### src/rtl/i2c_slave_regfile.sv
`default_nettype none
// ============================================================================
// Module      : i2c_slave_regfile
// Description : Oversampled I2C target fronting a byte-wide register bank.
//               Writes: addr+W, pointer byte, N data bytes.
//               Reads : addr+R (plain or after repeated START), N bytes.
//               The register pointer auto-increments after every byte.
// Revision    : 1.0 - initial release
// ============================================================================
module i2c_slave_regfile #(
  parameter logic [6:0] SLAVE_ADDR = 7'h50,
  parameter int         DEPTH      = 16,
  parameter int         PTR_W      = $clog2(DEPTH),
  parameter bit         WRAP       = 1'b1
) (
  input  logic             clk,
  input  logic             rst_n,
  input  logic             scl_i,
  input  logic             sda_i,
  output logic             sda_oe,
  output logic [PTR_W-1:0] reg_addr,
  output logic [7:0]       reg_wdata,
  output logic             reg_we,
  input  logic [7:0]       reg_rdata,
  output logic             busy
);

  typedef enum logic [2:0] {
    ST_IDLE    = 3'd0,
    ST_ADDR    = 3'd1,
    ST_PTR     = 3'd2,
    ST_WRITE   = 3'd3,
    ST_RD_LOAD = 3'd4,
    ST_READ    = 3'd5
  } state_t;

  // Pin synchronisers and previous-value registers for edge detection
  logic [1:0]       scl_sync_q;
  logic [1:0]       sda_sync_q;
  logic             scl_prev_q;
  logic             sda_prev_q;

  // Protocol state
  state_t           state_q;
  logic [3:0]       bit_cnt_q;
  logic [7:0]       shift_q;
  logic             ack_slot_q;   // inside the 9th clock after a byte we acknowledged
  logic [PTR_W-1:0] ptr_q;
  logic             sda_oe_q;
  logic [7:0]       reg_wdata_q;
  logic             reg_we_q;
  logic             busy_q;

  // Derived combinational signals
  logic             scl_s;
  logic             sda_s;
  logic             scl_rise;
  logic             scl_fall;
  logic             start_det;
  logic             stop_det;
  logic             addr_hit;
  logic             ptr_ok;
  logic [PTR_W-1:0] ptr_inc_d;

  assign scl_s     = scl_sync_q[1];
  assign sda_s     = sda_sync_q[1];
  assign scl_rise  = scl_s & ~scl_prev_q;
  assign scl_fall  = ~scl_s & scl_prev_q;
  assign start_det = scl_s & sda_prev_q & ~sda_s;
  assign stop_det  = scl_s & ~sda_prev_q & sda_s;
  assign addr_hit  = (shift_q[7:1] == SLAVE_ADDR);
  assign ptr_ok    = ({1'b0, shift_q} < 9'(DEPTH));

  // Next pointer value: wrap to 0 or saturate at the last register
  always_comb begin
    ptr_inc_d = ptr_q + 1'b1;
    if (ptr_q == PTR_W'(DEPTH - 1)) begin
      ptr_inc_d = WRAP ? '0 : ptr_q;
    end
  end

  // Double-flop the asynchronous pads; bus idles high so reset to 1
  always_ff @(posedge clk or negedge rst_n) begin
    if (!rst_n) begin
      scl_sync_q <= 2'b11;
      sda_sync_q <= 2'b11;
      scl_prev_q <= 1'b1;
      sda_prev_q <= 1'b1;
    end else begin
      scl_sync_q <= {scl_sync_q[0], scl_i};
      sda_sync_q <= {sda_sync_q[0], sda_i};
      scl_prev_q <= scl_s;
      sda_prev_q <= sda_s;
    end
  end

  // Protocol FSM: bit shifting, ACK drive, register strobes and pointer
  always_ff @(posedge clk or negedge rst_n) begin
    if (!rst_n) begin
      state_q     <= ST_IDLE;
      bit_cnt_q   <= 4'd0;
      shift_q     <= 8'h00;
      ack_slot_q  <= 1'b0;
      ptr_q       <= '0;
      sda_oe_q    <= 1'b0;
      reg_wdata_q <= 8'h00;
      reg_we_q    <= 1'b0;
      busy_q      <= 1'b0;
    end else begin
      reg_we_q <= 1'b0;
      // The pointer steps the clk after the strobe so reg_addr is stable while reg_we=1
      if (reg_we_q) begin
        ptr_q <= ptr_inc_d;
      end

      if (stop_det) begin
        state_q    <= ST_IDLE;
        sda_oe_q   <= 1'b0;
        busy_q     <= 1'b0;
        ack_slot_q <= 1'b0;
      end else if (start_det) begin
        // Also a repeated START: any byte in flight is dropped without a strobe
        state_q    <= ST_ADDR;
        bit_cnt_q  <= 4'd0;
        ack_slot_q <= 1'b0;
        sda_oe_q   <= 1'b0;
      end else begin
        case (state_q)
          ST_IDLE: begin
            sda_oe_q <= 1'b0;
          end

          ST_ADDR, ST_PTR, ST_WRITE: begin
            if (ack_slot_q) begin
              if (scl_fall) begin
                sda_oe_q   <= 1'b0;
                ack_slot_q <= 1'b0;
                bit_cnt_q  <= 4'd0;
              end
            end else if (scl_rise && (bit_cnt_q != 4'd8)) begin
              shift_q   <= {shift_q[6:0], sda_s};
              bit_cnt_q <= bit_cnt_q + 4'd1;
            end else if (scl_fall && (bit_cnt_q == 4'd8)) begin
              case (state_q)
                ST_ADDR: begin
                  if (addr_hit) begin
                    sda_oe_q   <= 1'b1;
                    ack_slot_q <= 1'b1;
                    busy_q     <= 1'b1;
                    state_q    <= shift_q[0] ? ST_RD_LOAD : ST_PTR;
                  end else begin
                    state_q <= ST_IDLE;
                  end
                end
                ST_PTR: begin
                  if (ptr_ok) begin
                    ptr_q      <= shift_q[PTR_W-1:0];
                    sda_oe_q   <= 1'b1;
                    ack_slot_q <= 1'b1;
                    state_q    <= ST_WRITE;
                  end else begin
                    // Out-of-range pointer: refuse and drop the transfer
                    busy_q  <= 1'b0;
                    state_q <= ST_IDLE;
                  end
                end
                default: begin
                  reg_wdata_q <= shift_q;
                  reg_we_q    <= 1'b1;
                  sda_oe_q    <= 1'b1;
                  ack_slot_q  <= 1'b1;
                end
              endcase
            end
          end

          ST_RD_LOAD: begin
            // The fall that closes the ACK slot launches bit 7 of the new byte
            if (scl_fall) begin
              shift_q    <= reg_rdata;
              sda_oe_q   <= ~reg_rdata[7];
              bit_cnt_q  <= 4'd1;
              ack_slot_q <= 1'b0;
              state_q    <= ST_READ;
            end
          end

          ST_READ: begin
            if (scl_fall) begin
              if (bit_cnt_q < 4'd8) begin
                sda_oe_q  <= ~shift_q[6];
                shift_q   <= {shift_q[6:0], 1'b0};
                bit_cnt_q <= bit_cnt_q + 4'd1;
              end else if (bit_cnt_q == 4'd8) begin
                sda_oe_q  <= 1'b0;
                bit_cnt_q <= 4'd9;
              end
            end else if (scl_rise && (bit_cnt_q == 4'd9)) begin
              if (!sda_s) begin
                ptr_q   <= ptr_inc_d;
                state_q <= ST_RD_LOAD;
              end else begin
                // Master NACK: stay off the bus, busy remains until STOP
                state_q <= ST_IDLE;
              end
            end
          end

          default: begin
            state_q <= ST_IDLE;
          end
        endcase
      end
    end
  end

  assign sda_oe    = sda_oe_q;
  assign reg_addr  = ptr_q;
  assign reg_wdata = reg_wdata_q;
  assign reg_we    = reg_we_q;
  assign busy      = busy_q;

endmodule
`default_nettype wire

### config.mk
export PLATFORM = sky130hd
export DESIGN_NAME = i2c_slave_regfile
export DESIGN_NICKNAME = d
export VERILOG_FILES = /design/src/rtl/i2c_slave_regfile.sv
export SDC_FILE = /design/constraint.sdc
export NUM_CORES = 1
export LEC_CHECK = 0
export CELL_PAD_IN_SITES_DETAIL_PLACEMENT = 1
export CELL_PAD_IN_SITES_GLOBAL_PLACEMENT = 2
export CORE_ASPECT_RATIO = 0.75
export CORE_UTILIZATION = 38
export CTS_CLUSTER_DIAMETER = 60
export DETAILED_ROUTE_END_ITERATION = 10
export GPL_TIMING_DRIVEN = 0
export HOLD_SLACK_MARGIN = 0.03
export PLACE_DENSITY_LB_ADDON = 0.2
export REMOVE_ABC_BUFFERS = 1
export SLEW_MARGIN = 20
export SYNTH_ARGS = -nofsm -noshare
export SYNTH_HDL_FRONTEND = slang
export SYNTH_SLANG_ARGS = --single-unit
### constraint.sdc
create_clock -name clk -period 3.5 [get_ports clk]
set_input_delay 1.05 -clock clk [delete_from_list [all_inputs] [get_ports clk]]
set_output_delay 1.05 -clock clk [all_outputs]
set_load 0.03 [all_outputs]
==> results of run 1 <==
==> worst register-to-register path: stages (launching register included) <==
cell,delay [ps]
dfrtp_1,640
nand2b_1,520
o22ai_1,220
nor4_4,770
nor2_1,100
a21oi_1,150
==> cell usage in the layout (no fill, tap or decap), types with 3 or more instances in the layout <==
cell,Yosys,layout
clkbuf_8,0,5
dfrtp_1,31,31
dfstp_2,6,6
mux2_2,12,12
nand3b_1,6,6
and2_1,3,3
o21ai_0,7,7
o211ai_1,6,6
nand2b_1,8,8
nand2_1,14,14
nor2_1,21,21
o32ai_1,3,3
clkdlybuf4s50_1,0,25
and3b_1,3,3
inv_1,8,8
mux2i_1,13,13
nor3_1,6,6
ha_1,5,5
a21oi_1,24,24
==> path summary, 6_finish.rpt <==
check | cells past startpoint | slack, ps | endpoint
max | 1 | 920 | reg_we
min | 0 | 360 | sda_sync_q[1]
max reg2reg | 5 | 1020 | shift_q[2]
min reg2reg | 0 | 360 | sda_sync_q[1]
max in group asynchronous | 2 | 2330 | shift_q[0]
min in group asynchronous | 1 | 700 | bit_cnt_q[3]
==> cells by family (layout without fill, tap and decap cells) <==
family | Yosys count | count (layout) | synth area share, %
AO/OA/AOI/OAI | 65 | 65 | 19.1
XOR/XNOR | 3 | 3 | 1.13
adder cells (fa/ha/maj) | 5 | 5 | 2.68
buffers and inverters | 21 | 43 | 4.40
flip-flops | 37 | 37 | 40.0
multiplexers | 25 | 25 | 11.4
AND/OR/NAND/NOR | 83 | 83 | 21.3
==> metal layers <==
layer	part of all wire (%)	vias to the layer above	global-route usage, %
met5	0	-	0
met4	0.83	0	5.73
met3	4.0	7	3.27
met2	41	43	29.7
met1	54	958	32.5
li1	-	932	-
==> state kept, by name, summed over array words and instances (netlist names), 2 cells and up <==
name        flops
reg_wdata       8
reg_addr        4
scl_sync_q      2
shift_q         8
state_q         3
bit_cnt_q       4
sda_sync_q      2
==> power breakdown <==
part,internal (uW),switching [uW]
logic,71.3,82.5
clock network,214,169
registers,463,59.1
total,748,310
==> final cells by class <==
| type | count | area, um2 | area share (%) |
|---|---|---|---|
| multi-input cells | 181 | 1300 | 47.1 |
| flip-flops and latches | 37 | 933 | 33.9 |
| repair buffers | 27 | 283 | 10.3 |
| well taps | 78 | 97.6 | 3.55 |
| clock buffers | 6 | 72.6 | 2.64 |
| clock inverters | 2 | 38.8 | 1.41 |
| inverters | 8 | 30.0 | 1.09 |
==> per-stage QoR <==
| stage | setup slack (ps) | total power, uW | cell area (um2) | utilization [%] |
|---|---|---|---|---|
| 6_report | 921 | 1060 | 2750 | 47.0 |
| 3_5_place_dp | 1070 | 684 | 2640 | 45.1 |
| 4_1_cts | 920 | 1070 | 2750 | 47.0 |
| 2_1_floorplan | 1560 | 609 | 2260 | - |
| 5_1_grt | 776 | 1110 | 2750 | 47.0 |
| 3_3_place_gp | 343 | 676 | 2620 | 44.7 |
==> reports/qor.txt, run 1 <==
Critical path buffers and inverters: 1
Crit-path slowest cell: clkdlybuf4s50_1
CTS H-tree lvls: 2
CTS tree: built
# DRC: 0
Starting DRT DRC Count: 106
Worst Setup Start Kind: register
die height: 69.9 um
setup tns final: 0 ps
antenna cells: 0
vias in the first global route: 1941
# hold bufs at CTS: 0
CTS clk-pin slew, worst paths: 80 ps
Mean Syn Cell Area: 9.76 um2
clk_lat worst skew: 300 ps
Initial Utilization: 39.9%
GRT overflow: 0
Max Cap Viol: 0
Hold WC Path Type: register to register
share of cells above drive strength 1: 14.9%
slew margin rel.: 44.6%
non-filler cells, final: 339
DIE AREA: 6460 um2
Root Driver: clkbuf_8
RSZ-0062 raised after global routing: no
drt first pass iters: 4
CTS buffer count: 5
P&R area growth vs syn: 18.0%
Post-CTS Setup Inserts: 0
Final min period: 2580 ps
fmax: 0.388 GHz
total of warnings raised by yosys: 0
total setup violations reported at the end of the flow: 0
Worst Setup SP: reg_we
width of the die: 92.5 um
cell with the most instances after synthesis: dfrtp_1
outcome: finished clean
gr usage total: 20.9%
post-cts gate resize count: 0
total wire length: 6.12 mm
hold_ws: 360 ps
via count: 1940
ranking of synthesized cells by area: dfrtp_1 (33%), dfstp_2 (6.8%), mux2_2 (5.8%)
Synth cell types: 59
Post-synth top flop: dfrtp_1
Leakage: 0.00111 uW
dominant cell type by area after synthesis: dfrtp_1
Worst Setup End Kind: output port
Worst Path Required: 2450 ps
clock buffer depth: 2
CP top delay family: buffers and inverters
Seq cells post-synth: 37
Power Density: 384 nW/um2
crit-path cells: clkdlybuf4s50_1
async set-or-reset flop fraction in the synthesized netlist: 100%
Via density: 5.72
post-synthesis sequential area ratio: 40.0%
Data arrival, critical path: 1530 ps
Nets: 277
Core Region: 5860 um2
routed wire length per instance: 18.1 um
initial antenna violation count: 0
Setup CP Type: register to output port
Placer Congestion: 0.796
top fanout value on the critical path: 8
final hold vios: 0
row cnt: 24
largest net degree at the start of global routing: 23
Post-synth top cells: dfrtp_1 (31), a21oi_1 (24), nor2_1 (21), nand2_1 (14), mux2i_1 (13)
synthesized netlist cell count: 239
Peak VDD IR: 0.000204 V
Netlist Area Pre-Place: 2330 um2
Final Skew: 5.53 ps
DP Wirelength: 4.53 mm
Final Slew Violations: 0
Port-buffer cells: 26
worst hold start: sda_sync_q[0]
I/O Pins: 27
final period utilization: 73.7%
Fill cells: 673
Slew @ Worst Pin: 825 ps
Routed Antenna Nets: 0
Inst Count DP: 331
top cell type's share of synthesized area: 33.2%
Clock Sinks: 37
number of flops mapped to enable cells by yosys: 0
max incr delay on CP: 730 ps
RR Startpoint: state_q[2]
first-pass GRT wire length: 10.4 mm
Power figures use the tool's default switching activity.
==> inputs of run 2 (changes only) <==
--- a/config.mk
+++ b/config.mk
@@ -8,7 +8,7 @@
 export CELL_PAD_IN_SITES_DETAIL_PLACEMENT = 1
 export CELL_PAD_IN_SITES_GLOBAL_PLACEMENT = 2
 export CORE_ASPECT_RATIO = 0.75
-export CORE_UTILIZATION = 38
+export CORE_UTILIZATION = 35
 export CTS_CLUSTER_DIAMETER = 60
 export DETAILED_ROUTE_END_ITERATION = 10
 export GPL_TIMING_DRIVEN = 0
==> constraint.sdc (replaced) <==
create_clock -name clk -period 2.7 [get_ports clk]
set_input_delay 0.81 -clock clk [delete_from_list [all_inputs] [get_ports clk]]
set_output_delay 0.81 -clock clk [all_outputs]
set_load 0.03 [all_outputs]
==> run 2 against run 1 <==
Against the previous run:
- sequential share of layout area increased by 0.31 points
- total power rose by 22%
- critical path depth is 4 higher
- die area rose by 8.4%
- clock-buffer cell count down 1
==> reports/qor.txt, run 2 (synthesis results as in run 1) <==
Final Slew Violations: 0 (unchanged)
clock buffer depth: 2 (unchanged)
FF-to-FF End: shift_q[0] (was shift_q[2])
Power Density: 472 nW/um2 (was 384 nW/um2)
# DRC: 0 (unchanged)
Crit-path slowest cell: nor4_4 (was clkdlybuf4s50_1)
Worst Slack Setup Final: 233 ps (was 921 ps)
R2R Setup Slk: 230 ps (was 1020 ps)
Clock Sinks: 37 (unchanged)
initial antenna violation count: 0 (unchanged)
Routed Antenna Nets: 0 (unchanged)
Setup CP Type: register to register (was register to output port)
DP Wirelength: 4.53 mm (about the same)
I/O Pins: 27 (unchanged)
antenna cells: 0 (unchanged)
P&R area growth vs syn: 16.9% (was 18.0%)
Placed Area: 2640 um2 (about the same)
Via density: 5.64 (was 5.72)
RSZ-0062 raised after global routing: no (unchanged)
CTS clk-pin slew, worst paths: 90 ps (was 80 ps)
# hold bufs at CTS: 0 (unchanged)
row cnt: 25 (was 24)
most frequent cells in the layout: dfrtp_1 (31), clkdlybuf4s50_1 (25), a21oi_1 (24) (unchanged)
Fill cells: 730 (was 673)
commonest non-fill, non-tap cell in the layout: dfrtp_1 (unchanged)
CTS tree: built (unchanged)
die height: 72.7 um (was 69.9 um)
Slew @ Worst Pin: 808 ps (was 825 ps)
Starting DRT DRC Count: 70 (was 106)
Leakage: 0.00110 uW (was 0.00111 uW)
total wire length: 6.12 mm (about the same)
fmax: 0.405 GHz
Hold Path Sink: scl_sync_q[1] (was sda_sync_q[1])
RR Startpoint: state_q[2] (unchanged)
Worst Setup Start Kind: register (unchanged)
drt first pass iters: 4 (unchanged)
R2R cell count: 5 (unchanged)
Worst Setup End Kind: register (was output port)
DP Worst Slack: 248 ps (was 1070 ps)
width of the die: 96.3 um (was 92.5 um)
routed wire length per instance: 17.9 um (was 18.1 um)
Worst Path Required: 2920 ps (was 2450 ps)
hold path depth: 0 (unchanged)
post-cts gate resize count: 0 (unchanged)
final instance area: 2730 um2 (was 2750 um2)
CTS H-tree lvls: 2 (unchanged)
share of cells above drive strength 1: 15.3% (was 14.9%)
total setup violations reported at the end of the flow: 0 (unchanged)
crit-path cells: nand2b_1, o22ai_1, nor4_4, nor2_1, a21oi_1 (was clkdlybuf4s50_1)
Post-CTS Setup Inserts: 0 (unchanged)
first-pass GRT wire length: 9.85 mm (was 10.4 mm)
Initial Utilization: 36.6% (was 39.9%)
top fanout value on the critical path: 22 (was 8)
final period utilization: 91.4%
Final min period: 2470 ps
worst hold start: scl_sync_q[0] (was sda_sync_q[0])
Data arrival, critical path: 2690 ps (was 1530 ps)
slew margin rel.: 45.7% (was 44.6%)
Root Driver: clkbuf_8 (unchanged)
via count: 1929 (was 1940)
outcome: finished clean (unchanged)
Hold WC Path Type: register to register (unchanged)
final hold vios: 0 (unchanged)
Core Region: 6380 um2 (was 5860 um2)
Final Skew: 7.60 ps (was 5.53 ps)
Max Cap Viol: 0 (unchanged)
DIE AREA: 7000 um2 (was 6460 um2)
max incr delay on CP: 760 ps (was 730 ps)
GRT overflow: 0 (unchanged)
Port-buffer cells: 26 (unchanged)
Nets: 277 (unchanged)
Placer Congestion: 0.781 (was 0.796)
clk_lat worst skew: 300 ps (about the same)
gr usage total: 18.9% (was 20.9%)
CTS buffer count: 5 (unchanged)
largest net degree at the start of global routing: 30 (was 23)
Peak VDD IR: 0.000227 V (was 0.000204 V)
vias in the first global route: 1812 (was 1941)
-- run 2: how the worst max path moves through the flow --
stage / startpoint / end / slack [ps] / cells past startpoint
final: state_q[2] / shift_q[0] / 230 / 5
after global routing: state_q[2] / shift_q[5] / 30 / 5
after global placement: rst_n / sda_oe / -220 / 1
after CTS: state_q[2] / shift_q[5] / 220 / 5
after floorplan: state_q[0] / bit_cnt_q[1] / 760 / 5
after detailed placement: state_q[2] / shift_q[7] / 250 / 4
-- run 2: final cells by class --
cell class / instances / area (um2) / share of cell area, %
clock buffer: 5 / 68.8 / 2.52
timing repair buffer: 27 / 275 / 10.1
inverter: 8 / 30.0 / 1.10
multi-input combinational: 181 / 1300 / 47.6
clock inverter: 3 / 21.3 / 0.780
sequential: 37 / 933 / 34.2
tap: 81 / 101 / 3.72
-- run 2: layer usage --
layer | global-route usage (%) | part of all wire (%) | vias up
met2 | 25.1 | 41 | 45
met3 | 3.85 | 3.5 | 5
met4 | 4.48 | 0.87 | 0
met1 | 30.7 | 55 | 946
met5 | 0 | 0 | -
li1 | - | - | 933
-- run 2: power by group --
| part | total, uW | internal, uW | switching (uW) |
|---|---|---|---|
| combinational | 195 | 90.2 | 104 |
| clock | 418 | 184 | 235 |
| sequential | 675 | 600 | 75.5 |
-- run 2: critical path: cells and delay by family (launching register included) --
family	cells	cell delay, ps
DFF	1	630
AOI/OAI and AO/OA	2	370
and+or+nand+nor	3	1380
-- run 2: stage by stage --
stage | hold slack (ps) | setup TNS, ps | total power, uW | std cells | util, %
2_1_floorplan | 345 | 0 | 790 | 226 | -
3_3_place_gp | 346 | -6750 | 875 | 333 | 41.1
3_5_place_dp | 347 | 0 | 882 | 334 | 41.3
4_1_cts | 361 | 0 | 1300 | 342 | 42.7
5_1_grt | 365 | 0 | 1350 | 342 | 42.7
6_report | 359 | 0 | 1290 | 342 | 42.7
